<file path="config.mk">
export PLATFORM = sky130hd
export DESIGN_NAME = datapath_ctrl
export DESIGN_NICKNAME = d
export VERILOG_FILES = /design/src/rtl/dp_ctrl_pkg.sv /design/src/rtl/datapath_ctrl_instr_dec.sv /design/src/rtl/datapath_ctrl.sv
export SDC_FILE = /design/constraint.sdc
export NUM_CORES = 1
export LEC_CHECK = 0
export ABC_AREA = 1
export BUFFER_PORTS_ARGS = -buffer_cell sky130_fd_sc_hd__buf_2
export CAP_MARGIN = 20
export CORE_ASPECT_RATIO = 2
export CORE_MARGIN = 2
export CORE_UTILIZATION = 48
export CTS_CLUSTER_SIZE = 24
export DETAILED_ROUTE_END_ITERATION = 6
export PLACE_DENSITY = 0.78
export REMOVE_ABC_BUFFERS = 1
export SLEW_MARGIN = 20
export SYNTH_ARGS = -nofsm -noshare
export SYNTH_HDL_FRONTEND = slang
export SYNTH_SLANG_ARGS = --single-unit
</file>
<file path="constraint.sdc">
create_clock -name clk -period 2.3 [get_ports clk]
set_clock_uncertainty 0.2 [all_clocks]
set_input_delay 0.23 -clock clk [delete_from_list [all_inputs] [get_ports clk]]
set_output_delay 0.23 -clock clk [all_outputs]
set_load 0.02 [all_outputs]
</file>
<file path="src/rtl/dp_ctrl_pkg.sv">
// dp_ctrl_pkg: shared types and constants for the datapath controller.
//   state_t     controller FSM states
//   OPC_* / OP_* instruction opcode and op-field values
//   *_MSB/*_LSB instruction field bit positions
//   dec_t       decoded view of one instruction word
package dp_ctrl_pkg;

    typedef enum logic [2:0] {
        WAIT,
        DECODE,
        WRITE_IMM,
        LOAD_AB,
        EXEC,
        WB
    } state_t;

    localparam logic [2:0] OPC_MOV = 3'b110;
    localparam logic [2:0] OPC_ALU = 3'b101;

    localparam logic [1:0] OP_MOVI = 2'b10;
    localparam logic [1:0] OP_MOVR = 2'b00;
    localparam logic [1:0] OP_ADD  = 2'b00;
    localparam logic [1:0] OP_CMP  = 2'b01;
    localparam logic [1:0] OP_AND  = 2'b10;
    localparam logic [1:0] OP_MVN  = 2'b11;

    localparam int OPC_MSB = 15;
    localparam int OPC_LSB = 13;
    localparam int OP_MSB  = 12;
    localparam int OP_LSB  = 11;
    localparam int RN_MSB  = 10;
    localparam int RN_LSB  = 8;
    localparam int RD_MSB  = 7;
    localparam int RD_LSB  = 5;
    localparam int SH_MSB  = 4;
    localparam int SH_LSB  = 3;
    localparam int RM_MSB  = 2;
    localparam int RM_LSB  = 0;
    localparam int IMM_MSB = 7;

    typedef struct packed {
        logic [2:0] rn;
        logic [2:0] rd;
        logic [2:0] rm;
        logic [1:0] op;
        logic [1:0] sh;
        logic       is_movi;
        logic       is_movr;
        logic       is_alu;
        logic       is_cmp;
        logic       is_mvn;
        logic       legal;
    } dec_t;

endpackage

</file>
<file path="src/rtl/datapath_ctrl_instr_dec.sv">
// instr_dec: combinational instruction decoder.
//   ir      in   16     instruction word to decode
//   dec     out  dec_t  register fields, op class flags, legality
//   sximm8  out  WIDTH  imm8 sign-extended to the datapath width
module instr_dec
    import dp_ctrl_pkg::*;
#(
    parameter int WIDTH = 16
) (
    input  logic [15:0]      ir,
    output dec_t             dec,
    output logic [WIDTH-1:0] sximm8
);

    logic [2:0] opc;
    logic [1:0] op;

    assign opc = ir[OPC_MSB:OPC_LSB];
    assign op  = ir[OP_MSB:OP_LSB];

    always_comb begin
        dec         = '0;
        dec.rn      = ir[RN_MSB:RN_LSB];
        dec.rd      = ir[RD_MSB:RD_LSB];
        dec.rm      = ir[RM_MSB:RM_LSB];
        dec.op      = op;
        dec.sh      = ir[SH_MSB:SH_LSB];
        dec.is_movi = (opc == OPC_MOV) && (op == OP_MOVI);
        dec.is_movr = (opc == OPC_MOV) && (op == OP_MOVR);
        // every op value under the ALU opcode is a legal instruction
        dec.is_alu  = (opc == OPC_ALU);
        dec.is_cmp  = (opc == OPC_ALU) && (op == OP_CMP);
        dec.is_mvn  = (opc == OPC_ALU) && (op == OP_MVN);
        dec.legal   = dec.is_movi || dec.is_movr || dec.is_alu;
    end

    assign sximm8 = {{(WIDTH-8){ir[IMM_MSB]}}, ir[IMM_MSB:0]};

endmodule

</file>
<file path="src/rtl/datapath_ctrl.sv">
// datapath_ctrl: multi-cycle controller sequencing the register/ALU datapath.
// Latches an instruction on s while idle, decodes it and drives the datapath
// control inputs, one state per cycle. All outputs are registered.
//   clk, reset             clock, synchronous active-high reset
//   s, instr               start strobe and instruction (taken only in WAIT)
//   w, err                 idle/ready flag, illegal-instruction pulse
//   sximm8                 sign-extended imm8 of the latched instruction
//   vsel/writenum/write    register file write side
//   readnum1/readnum2      register file read addresses
//   loada/loadb/loadc/loads  datapath register load enables
//   asel/bsel/shift/aluop  ALU operand selects and operation
// Build option: DATAPATH_CTRL_FLAGS_ALL_EN makes every ALU-class instruction
// (ADD, CMP, AND, MVN) update the Z flag instead of CMP alone.
//
// state     | meaning
// ----------+---------------------------------------------------
// WAIT      | idle, w=1, accepts an instruction on s
// DECODE    | classify latched instruction, err pulse if illegal
// WRITE_IMM | write sximm8 into Rn
// LOAD_AB   | read Rn into A and Rm into B
// EXEC      | shift B, run ALU into C (and Z where applicable)
// WB        | write C into Rd
module datapath_ctrl
    import dp_ctrl_pkg::*;
#(
    parameter int WIDTH      = 16,
    parameter int ADDR_WIDTH = 3
) (
    input  logic                  clk,
    input  logic                  reset,
    input  logic                  s,
    input  logic [15:0]           instr,
    output logic                  w,
    output logic                  err,
    output logic [WIDTH-1:0]      sximm8,
    output logic                  vsel,
    output logic [ADDR_WIDTH-1:0] writenum,
    output logic                  write,
    output logic [ADDR_WIDTH-1:0] readnum1,
    output logic [ADDR_WIDTH-1:0] readnum2,
    output logic                  loada,
    output logic                  loadb,
    output logic                  asel,
    output logic                  bsel,
    output logic [1:0]            shift,
    output logic [1:0]            aluop,
    output logic                  loadc,
    output logic                  loads
);

    state_t           state;
    state_t           state_next;
    logic [15:0]      ir;
    logic [15:0]      ir_d;
    dec_t             dec;
    logic [WIDTH-1:0] sximm8_d;
    logic             loads_en;

    // Decode the value the instruction register is about to hold, so the
    // registered outputs of each state match the instruction in flight.
    assign ir_d = (state == WAIT && s) ? instr : ir;

    instr_dec #(.WIDTH(WIDTH)) u_dec (
        .ir     (ir_d),
        .dec    (dec),
        .sximm8 (sximm8_d)
    );

`ifdef DATAPATH_CTRL_FLAGS_ALL_EN
    assign loads_en = dec.is_alu;
`else
    assign loads_en = dec.is_cmp;
`endif

    always_comb begin
        state_next = state;
        case (state)
            WAIT:      state_next = s ? DECODE : WAIT;
            DECODE:    state_next = !dec.legal ? WAIT :
                                    (dec.is_movi ? WRITE_IMM : LOAD_AB);
            WRITE_IMM: state_next = WAIT;
            LOAD_AB:   state_next = EXEC;
            EXEC:      state_next = dec.is_cmp ? WAIT : WB;
            WB:        state_next = WAIT;
            default:   state_next = WAIT;
        endcase
    end

    always_ff @(posedge clk) begin
        if (reset) begin
            state    <= WAIT;
            ir       <= '0;
            sximm8   <= '0;
            w        <= 1'b1;
            err      <= 1'b0;
            vsel     <= 1'b0;
            writenum <= '0;
            write    <= 1'b0;
            readnum1 <= '0;
            readnum2 <= '0;
            loada    <= 1'b0;
            loadb    <= 1'b0;
            asel     <= 1'b0;
            bsel     <= 1'b0;
            shift    <= '0;
            aluop    <= '0;
            loadc    <= 1'b0;
            loads    <= 1'b0;
        end else begin
            state    <= state_next;
            ir       <= ir_d;
            sximm8   <= sximm8_d;
            w        <= (state_next == WAIT);
            err      <= 1'b0;
            vsel     <= 1'b0;
            writenum <= '0;
            write    <= 1'b0;
            readnum1 <= '0;
            readnum2 <= '0;
            loada    <= 1'b0;
            loadb    <= 1'b0;
            asel     <= 1'b0;
            bsel     <= 1'b0;
            shift    <= '0;
            aluop    <= '0;
            loadc    <= 1'b0;
            loads    <= 1'b0;
            case (state_next)
                DECODE: err <= !dec.legal;
                WRITE_IMM: begin
                    vsel     <= 1'b1;
                    write    <= 1'b1;
                    writenum <= dec.rn;
                end
                LOAD_AB: begin
                    readnum1 <= dec.rn;
                    readnum2 <= dec.rm;
                    loada    <= 1'b1;
                    loadb    <= 1'b1;
                end
                EXEC: begin
                    shift <= dec.sh;
                    bsel  <= 1'b1;
                    loadc <= 1'b1;
                    // ALU op codes coincide with the op field; MOV reg passes B
                    aluop <= dec.is_movr ? 2'b00 : dec.op;
                    asel  <= dec.is_alu && !dec.is_mvn;
                    loads <= loads_en;
                end
                WB: begin
                    write    <= 1'b1;
                    writenum <= dec.rd;
                end
                default: ;
            endcase
        end
    end

endmodule

</file>
==> run_results.csv, run 1 <==
group,metric,value,unit
setup_path,worstSetupStartpointType,"register",
power,ir_drop,0.633,mV
grt,grt_antenna_before_repair,0,
timing,period_minus_slack,2.09,ns
floorplanning,row_count,29,
clocking,clock_sinks,40,
timing,holdWs,0.00713,ns
floorplanning,die_h,86.2,microns
routing,vias,1256,
clocking,cts_resized,0,
routing,drc_errors,0,
timing,max_freq,478,MHz
placed_design,placed_cells,253,
grt,grt_max_degree,22,
timing,final-setup-viol-count,0,
synth,yosysMostFrequentCell,"dfxtp_1",
synth,postSynthAreaPerCell,8.91,sq um
clocking,clk_pin_slew,0.07,ns
final_layout,antenna_cells,0,
grt,grt_usage,16.7,%
power,pwr_density_cell,724,nW/um^2
final_layout,nets,248,
synth,syn_area,1620,sq um
synth,yosys.area.top_type,"dfxtp_1",
routing,wl_per_cell,11.4,microns
placed_design,portBuffers,57,
clocking,post_cts_buffers,0,
synth,ys_types,25,
timing,tns,0,ns
grt,gr-total-overflow,0,
grt,grt_pass1_wl,4770,microns
clocking,cts_hold_buffers,0,
setup_path,r2r_slack,0.21,ns
routing,viasPerCell,4.83,
floorplanning,ioPinCount,58,
floorplanning,dieArea,3890,sq um
synth,synthCells,182,
clocking,clk_path_buf_depth,2,
power,p_leak,0.00103,uW
routing,ant_nets,0,
clocking,cts_root_buf,"clkbuf_8",
routing,wl,2960,microns
setup_path,critPathKind,"register to register",
timing,relSlewSlack,68.0,%
final_layout,area_growth,17.5,%
hold_path,hold_path_end,"sximm8[2]",
setup_path,reg2reg_to,"writenum[1]",
synth,netlist_top_cells_area,"dfxtp_1 49%, buf_4 8.3%, nand2_1 5.6%, nor2_1 4.9%, nor2_2 3.9%",
clocking,cts_tree,"done",
synth,yosys_register_bits,40,
final_layout,fin_cells,260,
setup_path,crit_family,"simple AND/OR/NAND/NOR gates",
setup_path,critPathBufInv,3,
routing,drt-initial-drc-count,8,
setup_path,required,2.29,ns
clocking,clkLatencyLatePin,0.29,ns
synth,ys_async_sr_fraction,0,%
setup_path,cp_cell_sequence,"nor2_4 -> nand2_2 -> buf_4 -> inv_1 -> or2_2 -> o21ai_0 -> inv_1 -> nand4_1 -> nand2_1",
floorplanning,die_x,45.1,microns
grt,grt_pass1_vias,1202,
clocking,h-tree-depth,2,
final_layout,layout-drive-gt1-share,44.5,%
timing,finalCritPeriodShare,91.0,%
setup_path,timing.rr.start,"state[2]",
synth,synth_flop_cell,"dfxtp_1",
synth,synth_commonest_cells,"40 x dfxtp_1, 24 x nand2_1, 21 x nor2_1",
setup_path,crit_arrival,2.08,ns
timing,finalHoldViolations,0,
hold_path,hold_path.class,"primary input to register",
synth,ys_seq_area_share,49.4,%
run,cap_viol_max_count,0,
synth,synth_edf_count,0,
placed_design,hpwl,2360,microns
synth,ys_warn_count,0,
clocking,cts_made_buffers,5,
timing,tightest_slew,0.480,ns
hold_path,whs_path_depth,3,
setup_path,cp_num_cells,9,
setup_path,crit_path_frequent_cell,"inv_1",
floorplanning,coreArea,3190,sq um
setup_path,end_kind,"register",
hold_path,hp-start,"instr[2]",
synth,synth_top_area_share,49.4,%
setup_path,cp_slowest_stage_delay,0.39,ns
placed_design,gp_congestion,0.855,
outcome,status,"complete, no violations",
floorplanning,initial_core_util,50.8,%
setup_path,path_max_fanout,14,
routing,drt_pre_antenna_iters,4,
timing,final_max_slew_viol_count,0,
final_layout,fillers,291,
timing,rsz0062_at_grt,"false",
setup_path,crit_slowest_cell,"dfxtp_1",
setup_path,ff2ff_path_depth,9,
## metal layers
| layer | track usage (%) | share of wire [%] |
|---|---|---|
| met3 | 6.04 | 7.4 |
| met2 | 30.4 | 55 |
| met5 | 0 | 0 |
| met1 | 15.4 | 35 |
| met4 | 7.49 | 2.6 |
## sequential cells by signal (all words and copies together) (netlist names), 2 cells and up
register and count:
sximm8 7, shift 2, readnum1 3, readnum2 3
ir 9, writenum 3, state 3, aluop 2
## kinds of logic after synthesis
group                  after synthesis  synth area share (%)
AO/OA/AOI/OAI                       10                  3.55
buffers and inverters               39                  13.7
multiplexers                         6                  3.70
AND/OR/NAND/NOR                     87                  29.6
flip-flops                          40                  49.4
## tightest hold or removal path: cells and delay by family
kind	cells	cell delay, ns
buffers and inverters	1	0.07
muxes	1	0.08
and+or+nand+nor	1	0.08
## through the flow
stage	worst slack (ns)	instance area (sq um)	power (uW)	utilization, %
final	0.206	1910	1380	59.7
after floorplan	0.164	1460	890	-
after CTS	0.187	1910	1390	59.7
after global routing	0.0593	1910	1440	59.7
after detailed placement	0.178	1820	967	57.1
after global placement	0.196	1820	965	57.1
## cell usage in the layout (no fill, tap or decap)
| cell | Yosys | routed |
|---|---|---|
| a21oi_1 | 5 | 5 |
| buf_2 | 1 | 57 |
| buf_4 | 18 | 5 |
| clkbuf_8 | 0 | 5 |
| clkinv_2 | 0 | 1 |
| clkinvlp_4 | 0 | 1 |
| dfxtp_1 | 40 | 40 |
| inv_1 | 15 | 15 |
| inv_2 | 2 | 2 |
| mux2i_1 | 6 | 6 |
| nand2_1 | 24 | 24 |
| nand2_2 | 7 | 7 |
| nand2_4 | 4 | 4 |
| nand3_1 | 5 | 5 |
| nand3_2 | 2 | 2 |
| nand3b_1 | 2 | 2 |
| nand4_1 | 3 | 3 |
| nor2_1 | 21 | 21 |
| nor2_2 | 10 | 10 |
| nor2_4 | 3 | 3 |
| nor2_8 | 1 | 1 |
| nor3_1 | 3 | 3 |
| o21ai_0 | 3 | 3 |
| o21ai_2 | 2 | 2 |
| or2_2 | 2 | 2 |
## where the power goes
part           switching [uW]  internal, uW
registers                12.8           720
logic                     138          78.6
clock network             226           205
total                     377          1000
## worst max path at each step
stage | startpoint | end | slack [ns]
2_1_floorplan | ir[7] | writenum[2] | 0.16
3_3_place_gp | s | writenum[1] | 0.20
3_5_place_dp | s | writenum[1] | 0.18
4_1_cts | state[2] | writenum[1] | 0.19
5_1_grt | state[2] | writenum[1] | 0.06
6_report | state[2] | writenum[1] | 0.21
## layout make-up
cell class,instances,area (sq um),area share (%)
Clock buffer,5,68.8,3.61
Clock inverter,2,12.5,0.657
Inverter,17,63.8,3.35
Multi-Input combinational cell,103,598,31.4
Sequential cell,40,801,42.0
Tap cell,31,38.8,2.04
Timing Repair Buffer,62,323,16.9
Power figures use the tool's default switching activity.
==> inputs of run 2 (changes only) <==
PLACE_DENSITY = unset   (was 0.78)
PLACE_DENSITY_LB_ADDON = 0.12   (was unset)
clock period = 2 ns   (was 2.3 ns; I/O delays follow)
==> run 2 against run 1 <==
- the run now ends with hold timing left
- sequential cell count is the same
- worst setup slack lost 0.10 ns
- power grew 28%
- final cell count grew 3.8%
- non-clock buffer count grew 9
- hold slack lost 0.012 ns
- critical endpoint is now readnum1[1]
- largest cell class unchanged
==> run_results.csv, run 2 (synthesis results as in run 1) <==
group,metric,value,unit
outcome,status,"complete, but fails checks",
outcome,violations,"hold timing",
run,cap_viol_max_count,0,
timing,worst_slack,0.105,ns
clocking,cts_root_buf,"clkbuf_8",
final_layout,layout_top_registers,"ir (9), sximm8 (7)",
routing,wl,3410,microns
timing,holdWs,-0.00527,ns
grt,grt_pass1_wl,5510,microns
clocking,cts_made_buffers,5,
final_layout,largest_register_ff_count,9,
setup_path,required,1.98,ns
clocking,clock_sinks,40,
routing,drt-initial-drc-count,14,
timing,rsz0062_at_grt,"false",
setup_path,end_kind,"register",
timing,period_minus_slack,1.90,ns
final_layout,layout-drive-gt1-share,45.6,%
placed_design,place_area,1820,sq um
grt,gr-total-overflow,0,
clocking,clk_path_buf_depth,2,
floorplanning,die_x,45.1,microns
routing,ant_nets,0,
timing,finalHoldViolations,2,
placed_design,portBuffers,57,
setup_path,worstSetupStartpointType,"register",
power,pwr_density_cell,854,nW/um^2
final_layout,layout_commonest_cell,"buf_2",
timing,relSlewSlack,68.8,%
routing,wl_per_cell,12.6,microns
clocking,clk_pin_slew,0.08,ns
setup_path,crit_arrival,1.87,ns
setup_path,critPathKind,"register to register",
routing,drt_pre_antenna_iters,4,
timing,max_freq,528,MHz
power,ir_drop,0.692,mV
final_layout,finish.utilization,64.8,%
placed_design,hpwl,2620,microns
floorplanning,ioPinCount,58,
grt,grt_max_degree,22,
hold_path,hold_path.class,"primary input to register",
clocking,cts_tree,"done",
placed_design,gp_congestion,0.897,
floorplanning,row_count,29,
clocking,clkLatencyLatePin,0.29,ns
grt,grt_usage,19.3,%
final_layout,nets,257,
final_layout,antenna_cells,0,
clocking,h-tree-depth,2,
final_layout,final_cell_mix,"57 x buf_2, 38 x dfxtp_1, 24 x nand2_1",
timing,final-setup-viol-count,0,
grt,grt_pass1_vias,1286,
power,p_leak,0.00108,uW
power,power,1770,uW
placed_design,dpl_worst_slack,0.0372,ns
final_layout,fin_area,2070,sq um
routing,drc_errors,0,
final_layout,area_growth,27.6,%
final_layout,top_register,"ir",
floorplanning,initial_core_util,50.8,%
timing,final_max_slew_viol_count,0,
floorplanning,dieArea,3890,sq um
floorplanning,coreArea,3190,sq um
floorplanning,die_h,86.2,microns
setup_path,path_max_fanout,7,
routing,viasPerCell,4.85,
timing,finalCritPeriodShare,94.8,%
routing,vias,1310,
timing,tightest_slew,0.469,ns
grt,grt_antenna_before_repair,0,
-- run 2: where the power goes --
group	switching (uW)	leakage, uW	internal, uW
sequential	14.7	0.000327	829
clock	270	0.0000541	369
combinational	175	0.000699	110
total	460	0.00108	1310
-- run 2: final cells by class --
type | count | area [sq um]
clock buffer | 5 | 68.8
clock inverter | 3 | 42.5
fill | 281 | 1120
inverter | 17 | 63.8
multi-input combinational | 103 | 641
sequential | 40 | 803
tap | 31 | 38.8
timing repair buffer | 71 | 412
-- run 2: metrics by stage --
stage               std cells  TNS, ns
finish                    270        0
CTS                       268        0
global placement          253        0
global route              270        0
floorplan                 160   -0.170
detailed placement        253        0
-- run 2: per-layer routing --
metal	global-route usage [%]	share of wire, %
met1	18.8	34
met2	35.5	60
met3	5.00	4.8
met4	8.82	2.0
met5	0	0
-- run 2: repair_timing --
item,4_1_cts,5_1_grt
gates resized for setup,0,10
setup buffers,0,2
hold endpoints to repair,12,0
hold buffers,7,0
endpoints found under the setup margin,0,10
-- run 2: path summary, 6_finish.rpt --
kind / start / to / slack, ns / cells after the start
setup / recovery: state[0] / readnum1[1] / 0.10 / 11
hold / removal: instr[13] / ir[13] / -0.005 / 3
setup reg to reg: state[0] / readnum1[1] / 0.10 / 11
hold reg to reg: ir[13] / ir[13] / 0.29 / 2
-- run 2: worst max-delay path, stage by stage (launching register included) --
cell	delay, ns
dfxtp_2	0.34
nor2_4	0.14
buf_6	0.14
nand3_1	0.09
nand2_2	0.12
nand3_4	0.12
nor2_4	0.13
nor2_2	0.08
nor2_4	0.16
nand2_4	0.11
nand2_8	0.12
nor2_2	0.04
